### src/rtl/sdram_rd_fetch_if.sv
// SDRAM read port between the fetch front end and the controller.
// master drives the request side; slave returns ack and data.
interface sdram_rd_fetch_if #(
  parameter int AW = 22,
  parameter int DW = 16
);
  logic          rd_req;
  logic [AW-1:0] rd_addr;
  logic          rd_ack;
  logic [DW-1:0] rd_data;
  logic          rd_data_vld;

  modport master (
    output rd_req, rd_addr,
    input  rd_ack, rd_data, rd_data_vld
  );

  modport slave (
    input  rd_req, rd_addr,
    output rd_ack, rd_data, rd_data_vld
  );
endinterface

### src/rtl/sdram_rd_fetch.sv
// Key-triggered SDRAM burst read with per-word digit display.
// Debounced press -> request -> capture burst -> show digits.
module sdram_rd_fetch #(
  parameter logic [19:0] DEB_CYCLES = 20'd500000,
  parameter int BURST_LEN = 4,
  parameter int DW = 16,
  parameter int AW = 22,
  parameter logic [AW-1:0] BASE_ADDR = '0,
  parameter int HOLD_CYCLES = 8,
  parameter int TMO_CYCLES = 255
) (
  input  logic                clk,
  input  logic                s_rst_n,
  input  logic                key_in,
  sdram_rd_fetch_if.master    mem,
  output logic [2:0]          digit,
  output logic                digit_vld,
  output logic                busy,
  output logic                err
);

  localparam int TW = $clog2(TMO_CYCLES + 1);
  localparam int HW = $clog2(HOLD_CYCLES + 1);
  localparam logic [2:0] LAST = 3'(BURST_LEN - 1);

  typedef enum logic [1:0] {
    IDLE, REQ, WAIT_DATA, SHOW
  } state_t;

  function automatic logic [2:0] dmap(input logic [2:0] v);
    return (v == 3'd7) ? 3'd6 : v;
  endfunction

  logic        sync1_q, sync2_q;
  logic        deb_q, deb_prev_q, press_q;
  logic [19:0] deb_cnt_q;

  // Debounced level starts low so a key held across reset
  // must be seen released before a press can fire.
  always_ff @(posedge clk or negedge s_rst_n) begin
    if (!s_rst_n) begin
      sync1_q    <= 1'b1;
      sync2_q    <= 1'b1;
      deb_q      <= 1'b0;
      deb_prev_q <= 1'b0;
      press_q    <= 1'b0;
      deb_cnt_q  <= '0;
    end else begin
      sync1_q    <= key_in;
      sync2_q    <= sync1_q;
      deb_prev_q <= deb_q;
      press_q    <= deb_prev_q & ~deb_q;
      if (sync2_q == deb_q) begin
        deb_cnt_q <= '0;
      end else if (deb_cnt_q == DEB_CYCLES - 20'd1) begin
        deb_q     <= sync2_q;
        deb_cnt_q <= '0;
      end else begin
        deb_cnt_q <= deb_cnt_q + 20'd1;
      end
    end
  end

  state_t        state_q;
  logic          req_q;
  logic [AW-1:0] addr_q;
  logic [2:0]    idx_q;
  logic [2:0]    k_q;
  logic [TW-1:0] tmo_q;
  logic [HW-1:0] cyc_q;
  logic [2:0]    digit_q;
  logic          dvld_q;
  logic          err_q;
  logic [2:0]    dbuf_q [8];

  logic [2:0] wd;
  logic [2:0] widx;
  logic [2:0] first;
  logic       take;
  logic       tmo_hit;
  logic       unused_hi;

  assign wd      = dmap(mem.rd_data[2:0]);
  assign widx    = (state_q == REQ) ? 3'd0 : idx_q;
  assign first   = (BURST_LEN == 1) ? wd : dbuf_q[0];
  assign tmo_hit = (tmo_q == TW'(TMO_CYCLES - 1));
  assign take    = mem.rd_data_vld &
                   (((state_q == REQ) & mem.rd_ack) |
                    (state_q == WAIT_DATA));
  assign unused_hi = ^mem.rd_data[DW-1:3];

  always_ff @(posedge clk or negedge s_rst_n) begin
    if (!s_rst_n) begin
      state_q <= IDLE;
      req_q   <= 1'b0;
      addr_q  <= BASE_ADDR;
      idx_q   <= '0;
      k_q     <= '0;
      tmo_q   <= '0;
      cyc_q   <= '0;
      digit_q <= '0;
      dvld_q  <= 1'b0;
      err_q   <= 1'b0;
      for (int i = 0; i < 8; i++) dbuf_q[i] <= '0;
    end else begin
      unique case (state_q)
        IDLE: begin
          if (press_q) begin
            err_q   <= 1'b0;
            req_q   <= 1'b1;
            tmo_q   <= '0;
            state_q <= REQ;
          end
        end
        REQ: begin
          if (mem.rd_ack) begin
            req_q   <= 1'b0;
            tmo_q   <= '0;
            idx_q   <= '0;
            state_q <= WAIT_DATA;
          end else if (tmo_hit) begin
            err_q   <= 1'b1;
            req_q   <= 1'b0;
            state_q <= IDLE;
          end else begin
            tmo_q <= tmo_q + 1'b1;
          end
        end
        WAIT_DATA: begin
          if (mem.rd_data_vld) begin
            tmo_q <= '0;
          end else if (tmo_hit) begin
            err_q   <= 1'b1;
            state_q <= IDLE;
          end else begin
            tmo_q <= tmo_q + 1'b1;
          end
        end
        SHOW: begin
          if (cyc_q == HW'(HOLD_CYCLES)) begin
            if (k_q == LAST) begin
              state_q <= IDLE;
            end else begin
              k_q     <= k_q + 3'd1;
              cyc_q   <= '0;
              digit_q <= dbuf_q[k_q + 3'd1];
              dvld_q  <= 1'b1;
            end
          end else begin
            if (cyc_q == HW'(HOLD_CYCLES - 1)) dvld_q <= 1'b0;
            cyc_q <= cyc_q + 1'b1;
          end
        end
        default: state_q <= IDLE;
      endcase

      // Word capture overrides the REQ/WAIT_DATA transitions above.
      if (take) begin
        dbuf_q[widx] <= wd;
        idx_q        <= widx + 3'd1;
        if (widx == LAST) begin
          addr_q  <= addr_q + AW'(BURST_LEN);
          state_q <= SHOW;
          k_q     <= '0;
          cyc_q   <= '0;
          digit_q <= first;
          dvld_q  <= 1'b1;
        end
      end
    end
  end

  assign mem.rd_req  = req_q;
  assign mem.rd_addr = addr_q;
  assign digit       = digit_q;
  assign digit_vld   = dvld_q;
  assign busy        = (state_q != IDLE);
  assign err         = err_q;

endmodule

### src/flat_wrapper.sv
// flat-port wrapper written by rule: the top's interface ports become plain ports
module sdram_rd_fetch_flat 
#(
  parameter logic [19:0] DEB_CYCLES = 20'd500000,
  parameter int BURST_LEN = 4,
  parameter int DW = 16,
  parameter int AW = 22,
  parameter logic [AW-1:0] BASE_ADDR = '0,
  parameter int HOLD_CYCLES = 8,
  parameter int TMO_CYCLES = 255
)
  (clk, s_rst_n, key_in, digit, digit_vld, busy, err, mem_rd_req, mem_rd_addr, mem_rd_ack, mem_rd_data, mem_rd_data_vld);
  sdram_rd_fetch_if #(.AW(AW), .DW(DW)) mem_i ();
  input  logic clk;
  input  logic s_rst_n;
  input  logic key_in;
  output logic [2:0] digit;
  output logic digit_vld;
  output logic busy;
  output logic err;
  output wire logic [$bits(mem_i.rd_req)-1:0] mem_rd_req;
  output wire logic [$bits(mem_i.rd_addr)-1:0] mem_rd_addr;
  input wire logic [$bits(mem_i.rd_ack)-1:0] mem_rd_ack;
  input wire logic [$bits(mem_i.rd_data)-1:0] mem_rd_data;
  input wire logic [$bits(mem_i.rd_data_vld)-1:0] mem_rd_data_vld;
  assign mem_rd_req = mem_i.rd_req;
  assign mem_rd_addr = mem_i.rd_addr;
  assign mem_i.rd_ack = mem_rd_ack;
  assign mem_i.rd_data = mem_rd_data;
  assign mem_i.rd_data_vld = mem_rd_data_vld;
  sdram_rd_fetch #(.DEB_CYCLES(DEB_CYCLES), .BURST_LEN(BURST_LEN), .DW(DW), .AW(AW), .BASE_ADDR(BASE_ADDR), .HOLD_CYCLES(HOLD_CYCLES), .TMO_CYCLES(TMO_CYCLES)) u_core (.clk(clk), .s_rst_n(s_rst_n), .key_in(key_in), .mem(mem_i), .digit(digit), .digit_vld(digit_vld), .busy(busy), .err(err));
endmodule
### config.mk
export PLATFORM = sky130hd
export DESIGN_NAME = sdram_rd_fetch_flat
export DESIGN_NICKNAME = d
export VERILOG_FILES = /design/src/rtl/sdram_rd_fetch_if.sv /design/src/rtl/sdram_rd_fetch.sv /design/src/flat_wrapper.sv
export SDC_FILE = /design/constraint.sdc
export NUM_CORES = 1
export LEC_CHECK = 0
export BUFFER_PORTS_ARGS = -buffer_cell sky130_fd_sc_hd__buf_2
export CAP_MARGIN = 20
export CORE_ASPECT_RATIO = 0.5
export CORE_MARGIN = 2
export CORE_UTILIZATION = 63
export DETAILED_ROUTE_END_ITERATION = 6
export GPL_TIMING_DRIVEN = 0
export HOLD_SLACK_MARGIN = 0.15
export PLACE_DENSITY = 0.93
export REMOVE_ABC_BUFFERS = 1
export SLEW_MARGIN = 30
export SYNTH_ARGS = -nofsm -noshare
export SYNTH_HDL_FRONTEND = slang
export SYNTH_SLANG_ARGS = --single-unit
### constraint.sdc
create_clock -name clk -period 6.1 [get_ports clk]
set_input_delay 0.305 -clock clk [delete_from_list [all_inputs] [get_ports clk]]
set_output_delay 0.305 -clock clk [all_outputs]
set_load 0.05 [all_outputs]
==> out/qor.csv <==
metric;value;unit
power density over the cells;390;mW/mm2
FP Rows;22;
core area;0.00729;mm2
cts hold-fix bufs;2;
Overflow after GRT;0;
first-pass GRT wire length;18.2;mm
routed vias/inst;6.45;
Hold Fails Final Rpt;0;
initial antenna violation count;0;
hold_ws;0.326;ns
final WL;11.1;mm
max-slew violations;0;
ANT nets after route;0;
synth warn;0;
Synth async-reset ratio;100;%
Synth top area share;49.4;%
Clock Pin Slew Worst Setup and Hold Paths;0.07;ns
ys flop type;dfrtp_1;
layout cells sized above 1;20.6;%
clk root buf;clkbuf_16;
Synth area leader;dfrtp_1;
clk_lat worst skew;0.35;ns
I/O Buffers;34;
CTS resizes;0;
die height;65.1;um
RSZ-0062 raised after global routing;no;
worst-path cell chain;inv_1 -> ha_1 -> nor2b_1 -> ha_1 -> ha_1 -> nand2_1 -> nor3_1 -> nand4_1 -> xnor2_1;
Worst Skew;0.0102;ns
total global-route track usage;28.7;%
Min-Delay Path Class;input port to register;
# fillers;405;
ANT cells;0;
Die Wd;126;um
Syn Std Cell Area;0.00471;mm2
Max H-tree Level;3;
crit path max fanout;9;
clk buf depth;2;
CP Launch Type;register;
TritonCTS Buffers;9;
fmax;0.322;GHz
max_cap viols;0;
Pre-antenna DRT Iters;5;
Crit. End Element;register;
hpwl dp;6.85;mm
Seq/Total Area, Yosys;50.5;%
part of the cycle the worst path needs;50.9;%
Avg Inst Size Synth;10.9;um2
arrival time at the worst endpoint;3.37;ns
Synth Instances;433;
initial drt markers;512;
most common cell after layout, fill and taps aside;dfrtp_1;
Worst R2R Setup Slack;2.99;ns
Routed wire per std cell;19.5;um
commonest non-fill, non-tap cells in the layout;dfrtp_1 (93), buf_2 (33), nor2_1 (29), mux2_2 (29);
worst slew pin tran;0.983;ns
die area;0.00822;mm2
status;complete, no violations;
Pleak;0.00235;uW
IO Count;50;
DRC violations left;0;
Via Count;3681;
Crit-path slowest cell;nor3_1;
#FFs+latches synth;95;
Area after DPL;0.00500;mm2
TNS Setup;0;ns
Clock Sinks;95;
Sw Share;33.8;%
count of cell types in the netlist;52;
Nets;506;
relative slew slack;34.0;%
vias in the first global route;3582;
GP Congestion;0.845;
net switching power;706;uW
CTS tree;yes;
initial core utilization;64.6;%
Worst EP required;6.36;ns
number of enable flip-flop cells after synthesis;0;
area grow syn2layout;13.5;%
Crit Path Class;register to register;
Final setup viols;0;
Post-CTS Setup Inserts;0;
fin area;0.00535;mm2
most frequent cell on the critical path;ha_1;
Crit path largest cell delay;0.83;ns
largest net degree at the start of global routing;69;
Reg power frac;42.4;%
Clock Power Share;29.0;%
synth top area cells;dfrtp_1 (49%), mux2_2 (6.9%), xnor2_1 (4.6%);
internal power;1380;uW
Logic pwr share;28.7;%
minimum clock period;3.11;ns
Peak VDD IR;182;uV
## state kept, by name, indices dropped and copies added, names as in the netlist, 2 cells and up
signal              cells
u_core.dbuf_q          21
u_core.deb_cnt_q       20
u_core.mem.rd_addr     20
u_core.tmo_q            8
u_core.cyc_q            4
u_core.digit            3
u_core.first            3
u_core.idx_q            3
u_core.k_q              3
u_core.state_q          2
## power groups by stage
stage | clock, uW | combinational [uW] | sequential (uW)
3_5_place_dp | 0 | 562 | 876
5_1_grt | 635 | 646 | 896
6_report | 604 | 598 | 884
3_3_place_gp | 0 | 529 | 862
2_1_floorplan | 0 | 382 | 901
4_1_cts | 603 | 590 | 876
## cells in the mapped netlist (all sizes together), types with 5 or more instances
cell	number
dfrtp	93
nor2	30
mux2	29
nand2	27
nand3	27
xnor2	25
a21oi	22
inv	21
nand4	16
ha	15
o21ai	14
clkbuf	10
nor2b	9
xor2	8
nor3	7
and3	6
mux4	6
o31ai	5
or4	5
## final timing paths
path | startpoint | to | depth (start not counted)
setup reg to reg | u_core.state_q[1] | u_core.mem.rd_addr[8] | 9
hold / removal | mem_rd_data[1] | u_core.dbuf_q[4] | 2
hold reg to reg | u_core.sync1_q | u_core.sync2_q | 0
max in group asynchronous | s_rst_n | u_core.tmo_q[3] | 3
setup / recovery | u_core.state_q[1] | u_core.mem.rd_addr[8] | 9
min in group asynchronous | s_rst_n | u_core.deb_cnt_q[1] | 2
## metrics by stage
stage	util, %	std cells	power [uW]	worst slack, ns
after floorplan	-	421	1280	3.71
after global placement	67.8	551	1390	3.07
after detailed placement	68.5	553	1440	3.13
after CTS	73.2	571	2070	3.00
after global routing	73.3	571	2180	2.89
final	73.3	571	2090	2.99
## worst max-delay path: cells and delay by family (launching register included)
kind          cells  cell delay (ns)
xor+xnor          1             0.25
simple gates      4             1.57
buf+inv           1             0.10
fa+ha+maj         3             0.71
flops             1             0.41
## cell type report
class | count | area, um2 | area share, %
clock buffer | 9 | 225 | 4.21
clock inverter | 7 | 96.3 | 1.80
inverter | 21 | 78.8 | 1.47
multi-input combinational | 305 | 2210 | 41.3
sequential | 95 | 2380 | 44.5
tap | 96 | 120 | 2.25
timing repair buffer | 38 | 235 | 4.40
## cells by family (layout without fill, tap and decap cells)
kind of cell             Yosys count  after routing  synth area share (%)
AO/OA/AOI/OAI                     67             67                  9.14
XOR/XNOR                          33             33                  6.14
adder cells (fa/ha/maj)           15             15                  3.99
buffers and inverters             34             75                  2.90
flip-flops                        95             95                  50.5
multiplexers                      39             39                  10.7
other                              1              2                0.0796
AND/OR/NAND/NOR                  149            149                  16.6
## per-layer routing
layer  wire [um]  share of wire [%]  GRT usage [%]
met1        4540                 41           35.2
met5           0                  0              0
met3         641                5.8           7.25
met4         392                3.5           14.8
met2        5540                 50           48.3
Power figures use the tool's default switching activity.
